### src/rtl/cnn_pkg.sv
// Types and helpers shared by the CNN layer datapath blocks.
package cnn_pkg;

   localparam int unsigned DATA_WIDTH = 16;

   typedef enum logic [1:0] {
      IDLE  = 2'd0,
      ISSUE = 2'd1,
      DRAIN = 2'd2
   } rd_state_e;

   // Side length of a feature map after adding a zero border of width pad.
   function automatic int unsigned psize(input int unsigned fm, input int unsigned pad);
      return fm + 2 * pad;
   endfunction

endpackage

### src/rtl/stream_fifo.sv
// Four-entry synchronous FIFO with occupancy count; the head entry is presented
// straight from storage so readers see it the cycle after it is written.
module stream_fifo #(
   parameter int unsigned WIDTH = 18
) (
   input  logic             clk,
   input  logic             rst_n,
   input  logic             push_i,
   input  logic [WIDTH-1:0] wdata_i,
   input  logic             pop_i,
   output logic [WIDTH-1:0] rdata_o,
   output logic [2:0]       count_o
);

   localparam int unsigned DEPTH = 4;
   localparam int unsigned PW    = 2;

   logic [WIDTH-1:0] mem_q [DEPTH];
   logic [WIDTH-1:0] mem_d [DEPTH];
   logic [PW-1:0]    wr_ptr_q, wr_ptr_d;
   logic [PW-1:0]    rd_ptr_q, rd_ptr_d;
   logic [2:0]       count_q, count_d;
   logic             do_pop;

   // Next storage, pointer and occupancy; pops of an empty FIFO are dropped.
   always_comb begin
      mem_d    = mem_q;
      wr_ptr_d = wr_ptr_q;
      rd_ptr_d = rd_ptr_q;
      count_d  = count_q;
      do_pop   = pop_i && (count_q != 3'd0);
      if (push_i) begin
         mem_d[wr_ptr_q] = wdata_i;
         wr_ptr_d        = wr_ptr_q + PW'(1);
      end
      if (do_pop) begin
         rd_ptr_d = rd_ptr_q + PW'(1);
      end
      case ({push_i, do_pop})
         2'b10:   count_d = count_q + 3'd1;
         2'b01:   count_d = count_q - 3'd1;
         default: count_d = count_q;
      endcase
   end

   always_ff @(posedge clk or negedge rst_n) begin
      if (!rst_n) begin
         for (int i = 0; i < int'(DEPTH); i++) begin
            mem_q[i] <= '0;
         end
         wr_ptr_q <= '0;
         rd_ptr_q <= '0;
         count_q  <= '0;
      end else begin
         mem_q    <= mem_d;
         wr_ptr_q <= wr_ptr_d;
         rd_ptr_q <= rd_ptr_d;
         count_q  <= count_d;
      end
   end

   assign rdata_o = mem_q[rd_ptr_q];
   assign count_o = count_q;

endmodule

### src/rtl/fm_stream_reader.sv
// Drains one stored feature map from the layer buffer and re-emits it as a
// zero-padded raster stream; buffer reads are only issued with a FIFO slot reserved.
module fm_stream_reader #(
   parameter int unsigned DATA_WIDTH = cnn_pkg::DATA_WIDTH,
   parameter int unsigned FM_SIZE    = 5,
   parameter int unsigned PAD        = 1
) (
   input  logic                  clk,
   input  logic                  rst_n,
   input  logic                  start,
   output logic                  busy,
   output logic                  done,
   output logic                  buf_re,
   input  logic [DATA_WIDTH-1:0] buf_d,
   output logic                  m_valid,
   input  logic                  m_ready,
   output logic [DATA_WIDTH-1:0] m_data,
   output logic                  m_sol,
   output logic                  m_last
);

   import cnn_pkg::*;

   localparam int unsigned PSIZE = psize(FM_SIZE, PAD);
   localparam int unsigned CW    = (PSIZE > 1) ? $clog2(PSIZE) : 1;
   localparam int unsigned FW    = DATA_WIDTH + 2;
   localparam logic [CW-1:0] LAST_POS = CW'(PSIZE - 1);

   rd_state_e state_q, state_d;

   logic [CW-1:0] row_q, row_d;
   logic [CW-1:0] col_q, col_d;
   logic          s1_valid_q, s1_valid_d;
   logic          s1_pad_q,   s1_pad_d;
   logic          s1_sol_q,   s1_sol_d;
   logic          s1_last_q,  s1_last_d;

   int                    row_off, col_off;
   logic                  interior;
   logic                  at_end;
   logic                  room;
   logic                  issue;
   logic                  pop;
   logic                  head_last;
   logic [DATA_WIDTH-1:0] push_data;
   logic [FW-1:0]         fifo_wdata;
   logic [FW-1:0]         fifo_rdata;
   logic [2:0]            fifo_count;

   // Position classification and issue gating against FIFO occupancy plus the in-flight word.
   always_comb begin
      row_off  = int'(row_q) - int'(PAD);
      col_off  = int'(col_q) - int'(PAD);
      interior = (row_off >= 0) && (row_off < int'(FM_SIZE)) &&
                 (col_off >= 0) && (col_off < int'(FM_SIZE));
      at_end   = (row_q == LAST_POS) && (col_q == LAST_POS);
      room     = (({1'b0, fifo_count} + {3'b000, s1_valid_q}) < 4'd4);
      issue    = (state_q == ISSUE) && room;
   end

   always_ff @(posedge clk or negedge rst_n) begin
      if (!rst_n) begin
         state_q <= IDLE;
      end else begin
         state_q <= state_d;
      end
   end

   always_comb begin
      state_d = state_q;
      case (state_q)
         IDLE:    if (start)             state_d = ISSUE;
         ISSUE:   if (issue && at_end)   state_d = DRAIN;
         DRAIN:   if (pop && head_last)  state_d = IDLE;
         default:                        state_d = IDLE;
      endcase
   end

   always_comb begin
      busy   = (state_q != IDLE);
      buf_re = issue && interior;
      done   = (state_q == DRAIN) && pop && head_last;
   end

   // Raster walk (col fastest) and the single stage that lines pads up with read data.
   always_comb begin
      row_d = row_q;
      col_d = col_q;
      if (state_q == IDLE) begin
         row_d = '0;
         col_d = '0;
      end else if (issue) begin
         if (col_q == LAST_POS) begin
            col_d = '0;
            row_d = (row_q == LAST_POS) ? '0 : row_q + CW'(1);
         end else begin
            col_d = col_q + CW'(1);
         end
      end
      s1_valid_d = issue;
      s1_pad_d   = !interior;
      s1_sol_d   = (col_q == '0);
      s1_last_d  = at_end;
   end

   always_ff @(posedge clk or negedge rst_n) begin
      if (!rst_n) begin
         row_q      <= '0;
         col_q      <= '0;
         s1_valid_q <= 1'b0;
         s1_pad_q   <= 1'b0;
         s1_sol_q   <= 1'b0;
         s1_last_q  <= 1'b0;
      end else begin
         row_q      <= row_d;
         col_q      <= col_d;
         s1_valid_q <= s1_valid_d;
         s1_pad_q   <= s1_pad_d;
         s1_sol_q   <= s1_sol_d;
         s1_last_q  <= s1_last_d;
      end
   end

   // Read data arrives the cycle after buf_re, alongside its stage-1 tag.
   always_comb begin
      push_data  = s1_pad_q ? DATA_WIDTH'(0) : buf_d;
      fifo_wdata = {push_data, s1_sol_q, s1_last_q};
   end

   stream_fifo #(
      .WIDTH (FW)
   ) u_fifo (
      .clk     (clk),
      .rst_n   (rst_n),
      .push_i  (s1_valid_q),
      .wdata_i (fifo_wdata),
      .pop_i   (pop),
      .rdata_o (fifo_rdata),
      .count_o (fifo_count)
   );

   // Head unpack; payload is forced to zero whenever no word is presented.
   always_comb begin
      m_valid   = (fifo_count != 3'd0);
      pop       = m_valid && m_ready;
      head_last = fifo_rdata[0];
      m_data    = m_valid ? fifo_rdata[FW-1:2] : DATA_WIDTH'(0);
      m_sol     = m_valid && fifo_rdata[1];
      m_last    = m_valid && fifo_rdata[0];
   end

endmodule

### config.mk
export PLATFORM = sky130hd
export DESIGN_NAME = fm_stream_reader
export DESIGN_NICKNAME = d
export VERILOG_FILES = /design/src/rtl/cnn_pkg.sv /design/src/rtl/stream_fifo.sv /design/src/rtl/fm_stream_reader.sv
export SDC_FILE = /design/constraint.sdc
export NUM_CORES = 1
export LEC_CHECK = 0
export BUFFER_PORTS_ARGS = -buffer_cell sky130_fd_sc_hd__buf_2
export CAP_MARGIN = 20
export CORE_ASPECT_RATIO = 1.1
export CORE_MARGIN = 2
export CORE_UTILIZATION = 42
export CTS_BUF_LIST = sky130_fd_sc_hd__clkbuf_4
export DETAILED_ROUTE_END_ITERATION = 7
export GPL_TIMING_DRIVEN = 1
export PLACE_DENSITY = 0.6
export SLEW_MARGIN = 20
export SYNTH_ARGS = -nofsm -noshare
export SYNTH_HDL_FRONTEND = slang
export SYNTH_SLANG_ARGS = --single-unit
export TNS_END_PERCENT = 1
### constraint.sdc
create_clock -name clk -period 2.4 [get_ports clk]
set_input_delay 0.12 -clock clk [delete_from_list [all_inputs] [get_ports clk]]
set_output_delay 0.12 -clock clk [all_outputs]
set_load 0.02 [all_outputs]
==> flow_summary.json <==
{
  "ios": 42,
  "finalSetupTns_ns": 0,
  "synth_area_leaders": "dfrtp_1 55%, mux4_2 9.8%, o21ai_0 8.0%",
  "max_freq_mhz": 457,
  "syn_nets": 401,
  "grt_use_total_pct": 17.5,
  "max_slew.worst_pin.slew_ns": 0.611,
  "dr.pass1.iters": 4,
  "ir_worst_vdd_mv": 0.562,
  "num_rows": 38,
  "dp_cells": 521,
  "synth_area_um2": 4140,
  "ys_async_sr_fraction_pct": 100,
  "die_area_um2": 10700,
  "setup_viol": 0,
  "cp-end-kind": "output pin",
  "vias": 2827,
  "period_needed_ns": 2.19,
  "r2r_slack_ns": 0.57,
  "fin_skew_ns": 0.0213,
  "viasPerCell": 5.09,
  "power.density_nw_per_um2": 1210,
  "outcome": "completed",
  "critPathRequiredTime_ns": 2.28,
  "final_util_pct": 49.3,
  "cts_tree": "built",
  "leakage_uw": 0.00223,
  "drive_above_1_share_pct": 21.1,
  "fin_cells": 555,
  "cts_made_buffers": 9,
  "grt_pass1_vias": 2898,
  "cts_root_buf": "clkbuf_4",
  "clkTransAtPathRegs_ns": 0.15,
  "area_growth_pct": 16.1,
  "post_cts_resized": 0,
  "postCtsSetupBuffers": 0,
  "start_kind": "flip-flop",
  "total_power_uw": 5820,
  "maxCapViolations": 0,
  "clock_sinks": 91,
  "rsz0062_at_grt": "false",
  "drt_iter0_drc": 106,
  "synth_most_common_cell": "dfrtp_1",
  "wire_per_inst_um": 15.1,
  "yosysTopAreaCell": "dfrtp_1",
  "relSlewSlack_pct": 59.3,
  "avgSynthCellArea_um2": 11.0,
  "yosysTopAreaCellShare_pct": 55.0,
  "synth_ff_type": "dfrtp_1",
  "cts_max_level": 3,
  "worstSetupPathType": "reg2out",
  "place_congestion": 0.770,
  "slowest_delay_ns": 0.56,
  "critPathMaxFanout": 16,
  "grt_max_degree": 43,
  "hold_viol": 0,
  "ys_seq_elements": 91,
  "final_antenna_net_count": 0,
  "initial_core_util_pct": 42.5,
  "drv_slew": 0,
  "path_cells": "buf_12, mux4_2, and2_1, buf_2",
  "antenna_found_initial": 0,
  "fin_hold_ws_ns": 0.0857,
  "num-nets-final": 456,
  "ys_top_cells_by_count": "91 x dfrtp_1, 78 x nand2_1, 66 x o21ai_0",
  "io_buffers": 41,
  "grt_first_pass_wirelength_um": 14500,
  "die_h_um": 108,
  "cp_slowest_cell": "dfrtp_1",
  "drcViolationCount": 0,
  "finalCritPeriodShare_pct": 91.2,
  "clock_path_buffers": 2,
  "die_w_um": 98.7,
  "arrival_ns": 2.07,
  "hold_class": "in2reg",
  "fillCellCount": 896,
  "ys_warn_count": 0,
  "core_area_um2": 9750,
  "dpl.hpwl_um": 5490,
  "synth_edf_count": 0,
  "gr-total-overflow": 0,
  "wirelength_um": 8410,
  "clk_latency_ns": 0.45,
  "yosysSeqAreaShare_pct": 55.0,
  "diodes": 0,
  "synthCells": 375,
  "synth_cell_types": 36
}
==> state kept, by name, summed over array words and instances, names as in the netlist <==
name / cells
u_fifo.rd_ptr_q: 2
s1_sol_q: 1
s1_pad_q: 1
s1_valid_q: 1
s1_last_q: 1
row_q: 3
u_fifo.mem_q: 72
col_q: 3
u_fifo.wr_ptr_q: 2
u_fifo.count_o: 3
state_q: 2
==> where the power goes <==
group          total, uW  leakage [uW]  internal (uW)  switching [uW]
sequential          2490       0.00119           2060             434
combinational       2380      0.000954           1090            1290
clock                942     0.0000796            419             523
total               5820       0.00223           3570            2240
==> metrics by stage <==
step	worst slack, ns	instance area (um2)
3_3_place_gp	0.630	4470
4_1_cts	0.137	4810
6_report	0.210	4810
2_1_floorplan	0.734	4140
5_1_grt	0.0358	4810
3_5_place_dp	0.620	4470
==> final timing paths <==
path                               startpoint            endpoint  depth (start not counted)
min in group asynchronous               rst_n    u_fifo.mem_q[16]                          2
setup / recovery           u_fifo.rd_ptr_q[0]           m_data[2]                          4
hold reg to reg               u_fifo.mem_q[2]     u_fifo.mem_q[2]                          2
hold / removal                        m_ready  u_fifo.rd_ptr_q[1]                          4
setup reg to reg            u_fifo.count_o[0]   u_fifo.count_o[2]                          7
max in group asynchronous               rst_n            row_q[0]                          3
==> logic make-up after synthesis <==
family | after synthesis | share of synthesized area, %
DFF | 91 | 55.0
xor gates and xnor gates | 6 | 1.27
and+or+nand+nor | 139 | 16.4
adders and majority gates | 6 | 2.00
muxes | 30 | 12.9
buffers and inverters | 30 | 3.11
AOI/OAI and AO/OA | 73 | 9.31
==> worst max-delay path, delay by kind of cell, from the launching register on <==
kind	cells	cell delay (ns)
flops	1	0.56
simple gates	1	0.17
mux	1	0.51
buf+inv	2	0.38
==> routing by layer <==
metal  GRT usage [%]  wire length (um)
met3            3.10               255
met2            28.0              4050
met1            23.7              3940
met5               0                 0
met4            7.63               155
==> cells in the final DEF, fill, tap and decap left out, types with 2 or more instances in the layout <==
cell	synthesis	routed
nor3b_1	2	2
ha_1	5	5
and2_1	18	18
inv_1	7	7
nor2_1	4	4
xor2_1	4	4
a32o_1	2	2
mux4_2	18	18
dlygate4sd3_1	0	18
or3_1	3	3
clkinvlp_4	0	2
clkbuf_4	0	9
nand2_1	78	78
xnor2_1	2	2
nand2b_1	18	18
mux2_2	8	8
buf_4	3	8
dfrtp_1	91	91
mux2i_1	4	4
o21ai_0	66	66
bufinv_16	0	2
buf_2	4	40
nand3b_1	3	3
nand3_1	2	2
nor3_1	3	3
==> area by class of cell <==
class	instances	area [um2]	share of cell area, %
flip-flops and latches	91	2280	47.4
inverters	7	26.3	0.547
clock buffers	9	67.6	1.41
clock inverters	7	92.6	1.93
well taps	120	150	3.12
repair buffers	67	460	9.58
multi-input cells	254	1730	36.0
==> timing repair <==
item,in CTS,in global routing
hold buffers,18,0
endpoints found under the setup margin,0,0
endpoints found under the hold margin,97,0
Note: power is estimated with default switching activity, not from simulation.
